<file path="src/rtl/mmu_utlb_xlate.sv">
// mmu_utlb_xlate: segment/privilege classifier with a round-robin micro-TLB refilled from the main TLB
module mmu_utlb_xlate #(
  parameter int ENTRIES = 4,
  parameter int ASID_W  = 8
) (
  input  logic              clk,
  input  logic              resetn,
  input  logic [31:0]       cp0_status_i,
  input  logic              cp0_config_uncache_i,
  input  logic [ASID_W-1:0] cp0_asid_i,
  input  logic              flush_i,
  input  logic              req_valid_i,
  output logic              req_ready_o,
  input  logic [31:0]       req_vaddr_i,
  input  logic              req_store_i,
  output logic              resp_valid_o,
  output logic [31:0]       resp_paddr_o,
  output logic              resp_cached_o,
  output logic [2:0]        resp_exc_o,
  output logic              tlb_req_valid_o,
  input  logic              tlb_req_ready_i,
  output logic [19:0]       tlb_req_vpn_o,
  input  logic              tlb_resp_valid_i,
  input  logic              tlb_resp_found_i,
  input  logic [19:0]       tlb_resp_pfn_i,
  input  logic              tlb_resp_v_i,
  input  logic              tlb_resp_d_i,
  input  logic              tlb_resp_g_i,
  input  logic [2:0]        tlb_resp_c_i
);
  localparam int PW = $clog2(ENTRIES);
  typedef enum logic [1:0] {IDLE, REFILL_REQ, REFILL_WAIT, RESP} state_t;
  state_t state, state_nxt;
  logic [ENTRIES-1:0] e_v, e_d, e_g, e_c;
  logic [19:0] e_vpn [ENTRIES];
  logic [19:0] e_pfn [ENTRIES];
  logic [ASID_W-1:0] e_asid [ENTRIES];
  logic [PW-1:0] ptr;
  logic [31:0] vaddr_q;
  logic store_q;
  logic [ASID_W-1:0] asid_q;
  logic user, adr_err, unmapped, hit, hit_d, hit_c, accept, miss, fill;
  logic [19:0] hit_pfn;
  logic unused_ok;
  assign unused_ok = ^{cp0_status_i[31:5], cp0_status_i[0]};
  assign user = !cp0_status_i[1] && cp0_status_i[4:3] == 2'b10;
  assign adr_err = user && req_vaddr_i[31];
  assign unmapped = !user && (req_vaddr_i[31:30] == 2'b10 || (!req_vaddr_i[31] && cp0_status_i[2]));
  assign accept = req_valid_i && state == IDLE;
  assign miss = !adr_err && !unmapped && !hit;
  assign fill = state == REFILL_WAIT && tlb_resp_valid_i && tlb_resp_found_i && tlb_resp_v_i;
  assign req_ready_o = state == IDLE;
  assign tlb_req_valid_o = state == REFILL_REQ;
  assign tlb_req_vpn_o = vaddr_q[31:12];
  always_comb begin
    hit = 1'b0;
    hit_pfn = '0;
    hit_d = 1'b0;
    hit_c = 1'b0;
    for (int i = 0; i < ENTRIES; i++)
      if (e_v[i] && e_vpn[i] == req_vaddr_i[31:12] && (e_g[i] || e_asid[i] == cp0_asid_i)) begin
        hit = 1'b1;
        hit_pfn = e_pfn[i];
        hit_d = e_d[i];
        hit_c = e_c[i];
      end
  end
  always_comb begin
    state_nxt = state;
    case (state)
      IDLE:        state_nxt = (accept && miss) ? REFILL_REQ : IDLE;
      REFILL_REQ:  state_nxt = tlb_req_ready_i ? REFILL_WAIT : REFILL_REQ;
      REFILL_WAIT: state_nxt = tlb_resp_valid_i ? RESP : REFILL_WAIT;
      default:     state_nxt = IDLE;
    endcase
  end
  always_ff @(posedge clk or negedge resetn)
    if (!resetn) begin
      state <= IDLE;
      vaddr_q <= '0;
      store_q <= 1'b0;
      asid_q <= '0;
      resp_valid_o <= 1'b0;
      resp_paddr_o <= '0;
      resp_cached_o <= 1'b0;
      resp_exc_o <= 3'd0;
    end else begin
      state <= state_nxt;
      resp_valid_o <= 1'b0;
      if (accept) begin
        vaddr_q <= req_vaddr_i;
        store_q <= req_store_i;
        asid_q <= cp0_asid_i;
        if (adr_err) begin
          resp_valid_o <= 1'b1;
          resp_paddr_o <= req_vaddr_i;
          resp_cached_o <= 1'b0;
          resp_exc_o <= req_store_i ? 3'd2 : 3'd1;
        end else if (unmapped) begin
          resp_valid_o <= 1'b1;
          resp_paddr_o <= req_vaddr_i[31] ? {3'b000, req_vaddr_i[28:0]} : req_vaddr_i;
          resp_cached_o <= req_vaddr_i[31:29] == 3'b100 && !cp0_config_uncache_i;
          resp_exc_o <= 3'd0;
        end else if (hit) begin
          resp_valid_o <= 1'b1;
          resp_paddr_o <= {hit_pfn, req_vaddr_i[11:0]};
          resp_cached_o <= hit_c;
          resp_exc_o <= (req_store_i && !hit_d) ? 3'd7 : 3'd0;
        end
      end else if (state == REFILL_WAIT && tlb_resp_valid_i) begin
        resp_valid_o <= 1'b1;
        resp_paddr_o <= fill ? {tlb_resp_pfn_i, vaddr_q[11:0]} : vaddr_q;
        resp_cached_o <= fill && tlb_resp_c_i != 3'b010;
        resp_exc_o <= !tlb_resp_found_i ? (store_q ? 3'd4 : 3'd3) :
                      !tlb_resp_v_i ? (store_q ? 3'd6 : 3'd5) :
                      (store_q && !tlb_resp_d_i) ? 3'd7 : 3'd0;
      end
    end
  // a flush in the fill cycle wins: nothing written, pointer unchanged
  always_ff @(posedge clk or negedge resetn)
    if (!resetn) begin
      e_v <= '0;
      ptr <= '0;
    end else if (flush_i) begin
      e_v <= '0;
    end else if (fill) begin
      e_v[ptr] <= 1'b1;
      ptr <= ptr + 1'b1;
    end
  always_ff @(posedge clk)
    if (fill && !flush_i) begin
      e_vpn[ptr] <= vaddr_q[31:12];
      e_asid[ptr] <= asid_q;
      e_pfn[ptr] <= tlb_resp_pfn_i;
      e_d[ptr] <= tlb_resp_d_i;
      e_g[ptr] <= tlb_resp_g_i;
      e_c[ptr] <= tlb_resp_c_i != 3'b010;
    end
endmodule

</file>
<file path="config.mk">
export PLATFORM = sky130hd
export DESIGN_NAME = mmu_utlb_xlate
export DESIGN_NICKNAME = d
export VERILOG_FILES = /design/src/rtl/mmu_utlb_xlate.sv
export SDC_FILE = /design/constraint.sdc
export NUM_CORES = 1
export LEC_CHECK = 0
export BUFFER_PORTS_ARGS = -buffer_cell sky130_fd_sc_hd__buf_4
export CAP_MARGIN = 20
export CORE_MARGIN = 4
export CORE_UTILIZATION = 45
export CTS_CLUSTER_SIZE = 12
export DETAILED_ROUTE_END_ITERATION = 10
export PLACE_DENSITY = 0.65
export SYNTH_ARGS = -nofsm -noshare
export SYNTH_HDL_FRONTEND = slang
export SYNTH_SLANG_ARGS = --single-unit
</file>
<file path="constraint.sdc">
create_clock -name clk -period 4.9 [get_ports clk]
set_clock_uncertainty 0.1 [all_clocks]
set_input_delay 0.98 -clock clk [delete_from_list [all_inputs] [get_ports clk]]
set_output_delay 0.98 -clock clk [all_outputs]
set_load 0.03 [all_outputs]
</file>
==> metrics.md <==
| Metric | Value |
|---|---|
| Most common cell in the synthesized netlist | edfxtp_1 |
| TNS Setup | 0 ns |
| Core area | 27100 um2 |
| Sequential power share | 46.2% |
| Final setup viols | 0 |
| Pwr dens | 515 nW/um2 |
| Gr ovfl total | 0 |
| # rows | 60 |
| Seq/Total Area, Yosys | 66.2% |
| Critical path type | input port to register |
| Multi-input gate area | 3740 um2 |
| Fill cell count | 2314 |
| Pre-CTS setup slack | 0.677 ns |
| Pleak | 5.82 nW |
| Crit-path cells | buf_4 > xor2_1 > or4b_2 > nor4_1 > and4b_1 > nor3_2 > a311o_1 > inv_2 > mux2_2 |
| CP max stage cell | or4b_2 |
| Cell Area, Synth | 12500 um2 |
| Synth top area share | 49.0% |
| Setup Buffers After CTS | 0 |
| Final worst slack | 1.19 ns |
| I/O Buffers | 137 |
| Max incr delay on CP | 0.64 ns |
| Clk root buf | clkbuf_16 |
| Die X | 175 um |
| Later-pin clock latency in the skew report | 0.55 ns |
| Max Fclk | 269 MHz |
| Yosys warnings | 0 |
| Max Slew Vio Count | 0 |
| Clock period minus worst slack | 3.71 ns |
| CP Capture Type | register |
| Reg2reg path depth | 8 |
| Layout cell share with drive strength beyond 1 | 21.4% |
| Drt pass-1 iters | 5 |
| Switching portion of total power | 33.2% |
| Gate Count Post-Synth | 995 |
| Clock power share | 28.3% |
| CTS H-tree lvls | 1 |
| Worst Hold Launch | vaddr_q[6] |
| CP Launch Type | input port |
| #FFs+latches synth | 290 |
| Net Sw Power | 2.51 mW |
| RSZ-0062 raised after global routing | no |
| Hold crit path type | register to register |
| Gr usage total | 20.3% |
| Net count after synthesis | 1106 |
| Syn avg cell area | 12.6 um2 |
| Clock transition at path regs | 0.06 ns |
| Reg-to-reg endpoint | resp_paddr_o[28] |
| Run status | completed |
| CP arrival | 4.04 ns |
| DR vias/cell | 5.34 |
| Pin slew with the least headroom to its limit | 0.810 ns |
| Final nets | 1210 |
| # DRC | 0 |
| Hold Crit Endpoint | vaddr_q[6] |
| DPL Wire Length | 20900 um |
| # resized after CTS | 0 |
| FF+latch area | 8280 um2 |
| CTS Buffer Depth | 3 |
| I/O pin total | 166 |
| Vert. Die Dim | 175 um |
| Area growth syn-to-layout | 17.6% |
| CP max FO | 21 |
| Reg2reg start | e_vpn[2][2] |
| Vias in the first global route | 7937 |
| Worst EP required | 5.23 ns |
| CTS tree | done |
| Logic pwr share | 25.5% |
| Clock sinks | 290 |
| Synth area leader | edfxtp_1 |
| R2r setup slk | 1.43 ns |
| Via count | 7988 |
| RePlAce Congestion | 0.839 |
| Initial Util | 46.1% |
| Netlist cell types | 59 |
| Num CTS Buffers | 30 |
| Ys async rst share | 29.7% |
| Worst hold path stage count | 2 |
| Drt initial violations | 665 |
| Synth area leaders | edfxtp_1 49%, dfrtp_1 17%, nand2_1 5.3%, xor2_1 5.3%, xnor2_1 2.6% |
| VDD IR-drop max | 0.287 mV |
| Initial antenna violation count | 0 |
| First-pass GRT wire length | 48100 um |
| Post-synth EDFFs | 204 |
| DRT Wirelength | 31800 um |
| Post-route ant nets | 0 |
| Crit share post-route | 75.7% |
| Final Hold Fails | 0 |
| Routed WL per cell | 21.2 um |
| Hold-fix buffers at CTS | 0 |
| Pint | 5.06 mW |
| Max_slew headroom | 46.0% |
| Top FF cell, synth | edfxtp_1 |
| Max-cap violation count | 0 |
| Post-synth top cells | 204 x edfxtp_1, 178 x nand2_1, 86 x dfrtp_1 |
| Antenna Cells | 0 |
| Die Area | 30500 um2 |
| Largest net degree at the start of global routing | 58 |
-- logic make-up after synthesis --
logic type,share of synthesized area [%]
compound gates,7.72
xor+xnor,7.92
fa+ha+maj,0.400
buf+inv,4.01
flops,66.2
mux,1.61
simple gates,12.1
-- metrics by stage --
| step | cells | hold slack [ns] | util (%) | total power [mW] | area [um2] |
|---|---|---|---|---|---|
| 2_1_floorplan | 995 | 0.336 | - | 4.74 | 12500 |
| 3_3_place_gp | 1439 | 0.350 | 50.8 | 5.44 | 13800 |
| 3_5_place_dp | 1439 | 0.353 | 50.8 | 5.48 | 13800 |
| 4_1_cts | 1495 | 0.368 | 54.2 | 7.62 | 14700 |
| 5_1_grt | 1495 | 0.387 | 54.2 | 7.93 | 14700 |
| 6_report | 1495 | 0.366 | 54.2 | 7.57 | 14700 |
-- state kept, by name, indices dropped and copies added (netlist names) --
name / count
resp_paddr_o: 32
e_pfn: 80
ptr: 2
state: 2
e_d: 4
resp_cached_o: 1
vaddr_q: 32
e_vpn: 80
resp_exc_o: 3
e_g: 4
resp_valid_o: 1
e_c: 4
e_asid: 32
e_v: 4
store_q: 1
asid_q: 8
-- worst max path at each step --
stage / from / end
after CTS: req_vaddr_i[14] / resp_paddr_o[28]
final: req_vaddr_i[31] / resp_paddr_o[28]
after floorplan: req_vaddr_i[15] / resp_paddr_o[0]
after global routing: req_vaddr_i[14] / resp_paddr_o[1]
after global placement: req_vaddr_i[31] / resp_paddr_o[27]
after detailed placement: req_vaddr_i[14] / resp_paddr_o[8]
-- placed cells by master, fill, tap and decap left out, types with 17 or more instances in the layout --
| master | instances |
|---|---|
| nand3_1 | 28 |
| clkbuf_16 | 31 |
| edfxtp_1 | 204 |
| nor4_1 | 23 |
| nor2_1 | 45 |
| nand2_1 | 178 |
| xnor2_1 | 37 |
| o21ai_0 | 17 |
| inv_1 | 20 |
| clkbuf_1 | 17 |
| a21oi_1 | 36 |
| xor2_1 | 76 |
| dfrtp_1 | 86 |
| buf_4 | 152 |
-- power groups by stage --
stage          clock network (mW)  registers (mW)  logic [mW]
2_1_floorplan                   0            3.62        1.12
3_3_place_gp                    0            3.54        1.90
3_5_place_dp                    0            3.54        1.94
4_1_cts                      2.18            3.49        1.95
5_1_grt                      2.29            3.54        2.09
6_report                     2.14            3.50        1.93
-- layer usage --
layer	share of wire, %	wire length (um)	GRT usage, %
met1	43	13600	28.2
met2	49	15600	34.0
met3	6.6	2090	3.44
met4	1.6	522	4.26
met5	0	0	0
-- cell type report --
type	instances	share of cell area, %
Multi-Input combinational cell	601	25.5
Tap cell	372	3.17
Clock inverter	3	0.145
Sequential cell	290	56.3
Inverter	21	0.536
Timing Repair Buffer	155	8.17
Clock buffer	53	6.18
-- critical path, delay by kind of cell --
kind,cells,cell delay (ns)
mux,1,0.40
xor+xnor,1,0.18
compound gates,1,0.41
simple gates,4,1.47
buf+inv,2,0.56
(Power assumes the default switching activity.)
